File: config.mk
export PLATFORM = sky130hd
export DESIGN_NAME = clk_en_ctrl
export DESIGN_NICKNAME = d
export VERILOG_FILES = /design/src/rtl/clk_en_pkg.sv /design/src/rtl/clk_en_counter.sv /design/src/rtl/clk_en_ctrl.sv
export SDC_FILE = /design/constraint.sdc
export NUM_CORES = 1
export LEC_CHECK = 0
export ABC_AREA = 1
export CORE_AREA = 3 3 40 42
export CTS_BUF_LIST = sky130_fd_sc_hd__clkbuf_8
export CTS_CLUSTER_SIZE = 20
export DETAILED_ROUTE_END_ITERATION = 10
export DIE_AREA = 0 0 43 45
export GPL_TIMING_DRIVEN = 0
export PLACE_DENSITY = 0.75
export SLEW_MARGIN = 20
export SYNTH_ARGS = -nofsm -noshare
export SYNTH_HDL_FRONTEND = slang
export SYNTH_SLANG_ARGS = --single-unit
File: constraint.sdc
create_clock -name clk_i -period 1.6 [get_ports clk_i]
set_input_delay 0.32 -clock clk_i [delete_from_list [all_inputs] [get_ports clk_i]]
set_output_delay 0.32 -clock clk_i [all_outputs]
set_load 0.005 [all_outputs]
File: src/rtl/clk_en_pkg.sv
// Shared types and constants for the clock-enable controller.
//   clk_en_state_e  : controller state (halt, free-run, single-period step)
//   DIV_RST_DEFAULT : divide ratio loaded at reset when no override is given
package clk_en_pkg;

    typedef enum logic [1:0] {
        StHalt = 2'd0,
        StRun  = 2'd1,
        StStep = 2'd2
    } clk_en_state_e;

    localparam int unsigned DIV_RST_DEFAULT = 3;

endpackage

File: src/rtl/clk_en_counter.sv
// Phase counter for the clock-enable controller.
// Counts 0..i_limit while i_en is high, wrapping to 0 after i_limit.
// A synchronous load (i_load) forces the count to 0 and wins over counting.
// Ports:
//   clk_i, rst_n : clock, asynchronous active-low reset
//   i_en         : count this cycle
//   i_load       : synchronous clear to 0
//   i_limit      : terminal count (the divide ratio)
//   o_cnt        : current count
//   o_wrap       : counting and at terminal count this cycle
module clk_en_counter
    import clk_en_pkg::*;
#(
    parameter int unsigned CNT_W = 4
) (
    input  logic             clk_i,
    input  logic             rst_n,
    input  logic             i_en,
    input  logic             i_load,
    input  logic [CNT_W-1:0] i_limit,
    output logic [CNT_W-1:0] o_cnt,
    output logic             o_wrap
);

    logic [CNT_W-1:0] r_cnt;
    logic [CNT_W-1:0] w_cnt_d;

    assign o_wrap = i_en && (r_cnt == i_limit);
    assign o_cnt  = r_cnt;

    always_comb begin
        w_cnt_d = r_cnt;
        if (i_load) begin
            w_cnt_d = '0;
        end else if (i_en) begin
            w_cnt_d = o_wrap ? '0 : r_cnt + CNT_W'(1);
        end
    end

    always_ff @(posedge clk_i or negedge rst_n) begin
        if (!rst_n) begin
            r_cnt <= '0;
        end else begin
            r_cnt <= w_cnt_d;
        end
    end

endmodule

File: src/rtl/clk_en_ctrl.sv
// Clock-enable controller: issues a registered one-cycle enable pulse every
// div+1 cycles while running, or for exactly one period on a step request.
// Optional feature macro: CLK_EN_CTRL_STATS_EN adds a 16-bit pulse counter.
// Ports:
//   clk_i, rst_n         : clock, asynchronous active-low reset
//   cfg_div/cfg_valid    : requested ratio and change request
//   cfg_ready            : ratio change accepted if cfg_valid is high
//   run_i                : free-run request (level)
//   step_i               : single-period request (pulse, honoured in halt only)
//   clk_en_o             : enable pulse, one cycle after each period wrap
//   phase_o              : current phase count
//   busy_o               : running or stepping
//   en_count_o           : (stats build only) number of enable pulses, mod 2^16
module clk_en_ctrl
    import clk_en_pkg::*;
#(
    parameter int unsigned CNT_W   = 4,
    parameter int unsigned DIV_RST = DIV_RST_DEFAULT
) (
    input  logic             clk_i,
    input  logic             rst_n,
    input  logic [CNT_W-1:0] cfg_div,
    input  logic             cfg_valid,
    output logic             cfg_ready,
    input  logic             run_i,
    input  logic             step_i,
    output logic             clk_en_o,
    output logic [CNT_W-1:0] phase_o,
    output logic             busy_o
`ifdef CLK_EN_CTRL_STATS_EN
    ,
    output logic [15:0]      en_count_o
`endif
);

    clk_en_state_e    r_state;
    clk_en_state_e    w_state_d;
    logic [CNT_W-1:0] r_div;
    logic             r_clk_en;
    logic             w_active;
    logic             w_wrap;
    logic             w_cfg_load;
    logic [CNT_W-1:0] w_cnt;

    assign w_active   = (r_state != StHalt);
    // Ratio changes only between periods, so cnt can never exceed div.
    assign cfg_ready  = !w_active || w_wrap;
    assign w_cfg_load = cfg_valid && cfg_ready;

    clk_en_counter #(
        .CNT_W (CNT_W)
    ) u_counter (
        .clk_i   (clk_i),
        .rst_n   (rst_n),
        .i_en    (w_active),
        .i_load  (!w_active || w_cfg_load),
        .i_limit (r_div),
        .o_cnt   (w_cnt),
        .o_wrap  (w_wrap)
    );

    always_comb begin
        w_state_d = r_state;
        unique case (r_state)
            StHalt: begin
                if (run_i) begin
                    w_state_d = StRun;
                end else if (step_i) begin
                    w_state_d = StStep;
                end
            end
            // Dropping run_i lets the current period finish before halting.
            StRun: begin
                if (w_wrap && !run_i) begin
                    w_state_d = StHalt;
                end
            end
            StStep: begin
                if (w_wrap) begin
                    w_state_d = StHalt;
                end
            end
            default: w_state_d = StHalt;
        endcase
    end

    always_ff @(posedge clk_i or negedge rst_n) begin
        if (!rst_n) begin
            r_state  <= StHalt;
            r_div    <= CNT_W'(DIV_RST);
            r_clk_en <= 1'b0;
        end else begin
            r_state  <= w_state_d;
            r_clk_en <= w_wrap;
            if (w_cfg_load) begin
                r_div <= cfg_div;
            end
        end
    end

    assign clk_en_o = r_clk_en;
    assign phase_o  = w_cnt;
    assign busy_o   = w_active;

`ifdef CLK_EN_CTRL_STATS_EN
    logic [15:0] r_en_count;

    // Counts on the edge that raises clk_en_o, so it tracks pulses seen so far.
    always_ff @(posedge clk_i or negedge rst_n) begin
        if (!rst_n) begin
            r_en_count <= '0;
        end else if (w_wrap) begin
            r_en_count <= r_en_count + 16'd1;
        end
    end

    assign en_count_o = r_en_count;
`endif

endmodule

==> flow_summary.ini <==
[floorplanning]
design.die.area_um2 = 1940
rows = 13
chipWidth_um = 43
io_pins = 16
die_y_um = 45
start_util_pct = 43.3
coreArea_um2 = 1280

[cells_and_area]
n_antenna_cell = 0
nets = 109
areaGrowthSynthToFinish_pct = 52.4
fillers = 100
fin_area_um2 = 848
layout-drive-gt1-share_pct = 24.5
fin_util_pct = 66.0

[detailed_routing]
drt_wl_total_um = 1280
via_count = 529
wl_per_cell_um = 11.4
drt_iter0_markers = 19
routed_via_density = 4.68
ant_nets = 0
drtPass1Iterations = 4
drc = 0

[timing]
setup_ws_ps = -47.7
worstMarginPinSlew_ps = 492
fmax_mhz = 607
rsz0062_at_grt = true
finalCritPeriodShare_pct = 103
slew_viol_final = 0
setup_viol = 1
fin_hold_ws_ps = 420
min_period_ps = 1650
clock_skew_ps = 1.92
max_slew_margin_pct = 67.1
hold_viol_final = 0

[critical_path]
worstPathArrival_ps = 1330
worstSetupStartpointType = flip-flop
slowest_delay_ps = 540
crit_type = flip-flop to output pin
worst_setup_path_end_kind = output pin
path_common_cell = nand2_1
cp_max_fo = 3
critical_path.slowest_cell = dfstp_2
worstPathRequired_ps = 1280
path_cells = inv_2 -> nand2_1 -> nand2_1 -> nor2_2 -> nand2_2 -> nand2_4 -> buf_6

[place]
dp_hpwl_um = 782
port_buffers = 15
place_congestion = 0.673
place_area_um2 = 726

[pwr]
power_density_nw_per_um2 = 2180
vdd_drop_max_v = 0.000954
power.leakage_uw = 0.000447

[worst_hold_path]
hold_path_class = primary input to asynchronous set/reset pin

[logic_synthesis]
syn_nets = 81
ys_seq_area_share_pct = 49.9
synth_seq_cells = 11
ys_warn_count = 0
postSynthAreaPerCell_um2 = 7.84
syn-cell-area_um2 = 557
synth_cell_types = 14
post_synth_inst_count = 71

[run_status]
violations = negative setup slack
status = finished with violations

[clock_network]
clockBufferDepth = 2
tritoncts.num_buffers = 3
tritoncts = yes
root_buffer = clkbuf_8
cts_hold_buffers = 0
worstSkewPairLatency_ps = 230
clock-sinks = 11
htreeDepth = 1
cts.reportedPaths.clkPinSlew_ps = 50

[global_route]
grt_max_degree = 12
antenna_found_initial = 0
grt_pass1_vias = 475
overflow = 0
grt_usage_pct = 16.2
grt_first_pass_wirelength_um = 2160

[run]
cap_violations = 0
cells in the final DEF (no fill, tap or decap), types with 2 or more instances in the layout:
master	n
inv_2	4
buf_4	5
buf_6	4
nor2_1	6
dfrtp_1	9
nand2_1	24
clkbuf_8	3
nand2_4	2
inv_1	10
nor2_2	3
clkdlybuf4s50_1	13
dfstp_2	2
nand3_1	6
nand4_1	2
stage by stage:
step	setup slack, ps	TNS, ps	total power (µW)	instances
final	-47.7	-47.7	1850	113
after global routing	-116	-162	2000	113
after CTS	-28.3	-28.3	1810	114
after detailed placement	-273	-273	1260	101
after global placement	-257	-257	1230	101
after floorplan	315	0	970	71
critical path, delay by kind of cell, from the launching register on:
kind | cells | cell delay [ps]
DFF | 1 | 540
and+or+nand+nor | 5 | 440
buffers and inverters | 2 | 120
sequential cells by signal, indices dropped and copies added (netlist names):
register	count
r_state	2
r_div	4
clk_en_o	1
u_counter.o_cnt	4
synthesized netlist by cell type:
master	count	share of area, %
dfrtp_1	9	40
dfstp_2	2	9.4
ha_1	1	2.2
inv_1	12	8.1
inv_2	1	0.67
nand2_1	24	16
nand2_2	1	1.1
nand2_4	2	4.0
nand3_1	6	5.4
nand4_1	2	2.2
nor2_1	7	4.7
nor2_2	2	2.2
xnor2_1	1	1.6
xor2_1	1	1.6
power by group:
part / leakage (µW) / switching [µW] / total (µW) / internal, µW
registers: 0.000137 / 117 / 537 / 419
logic: 0.000283 / 487 / 1050 / 559
clock network: 0.0000269 / 100 / 268 / 168
total: 0.000447 / 705 / 1850 / 1150
routing by layer:
metal	vias up	track usage (%)	share of wire [%]
li1	267	-	-
met1	246	16.6	43
met2	14	28.7	52
met3	2	3.98	3.6
met4	0	12.0	1.9
met5	-	0	0
repair_timing:
| action | 4_1_cts | 5_1_grt |
|---|---|---|
| gates resized for setup | 8 | 5 |
| pin swaps | 8 | 6 |
| buffers inserted | 11 | 0 |
| endpoints found under the setup margin | 2 | 3 |
path summary, 6_finish.rpt:
check | start | end | slack (ps) | depth (start not counted)
worst max register to register | r_div[1] | r_state[0] | 50 | 11
max in group asynchronous | rst_n | r_div[1] | 830 | 1
worst max-delay path | r_div[1] | cfg_ready | -50 | 7
worst min register to register | r_div[1] | r_div[1] | 470 | 2
min in group clk_i | r_div[1] | r_div[1] | 470 | 2
worst min-delay path | rst_n | r_state[0] | 420 | 1
cell type report:
class                   count  area [µm²]  share of cell area, %
flip-flops and latches     11         278                   32.7
multi-input cells          47         233                   27.4
well taps                  15        18.8                   2.21
inverters                  13        48.8                   5.75
repair buffers             23         225                   26.5
clock buffers               3        41.3                   4.87
clock inverters             1        3.75                  0.442
cells by family after synthesis:
group / synth area share [%]
simple gates: 36.0
flops: 49.9
xor+xnor: 3.15
fa+ha+maj: 2.25
buf+inv: 8.76
Power figures use the tool's default switching activity.
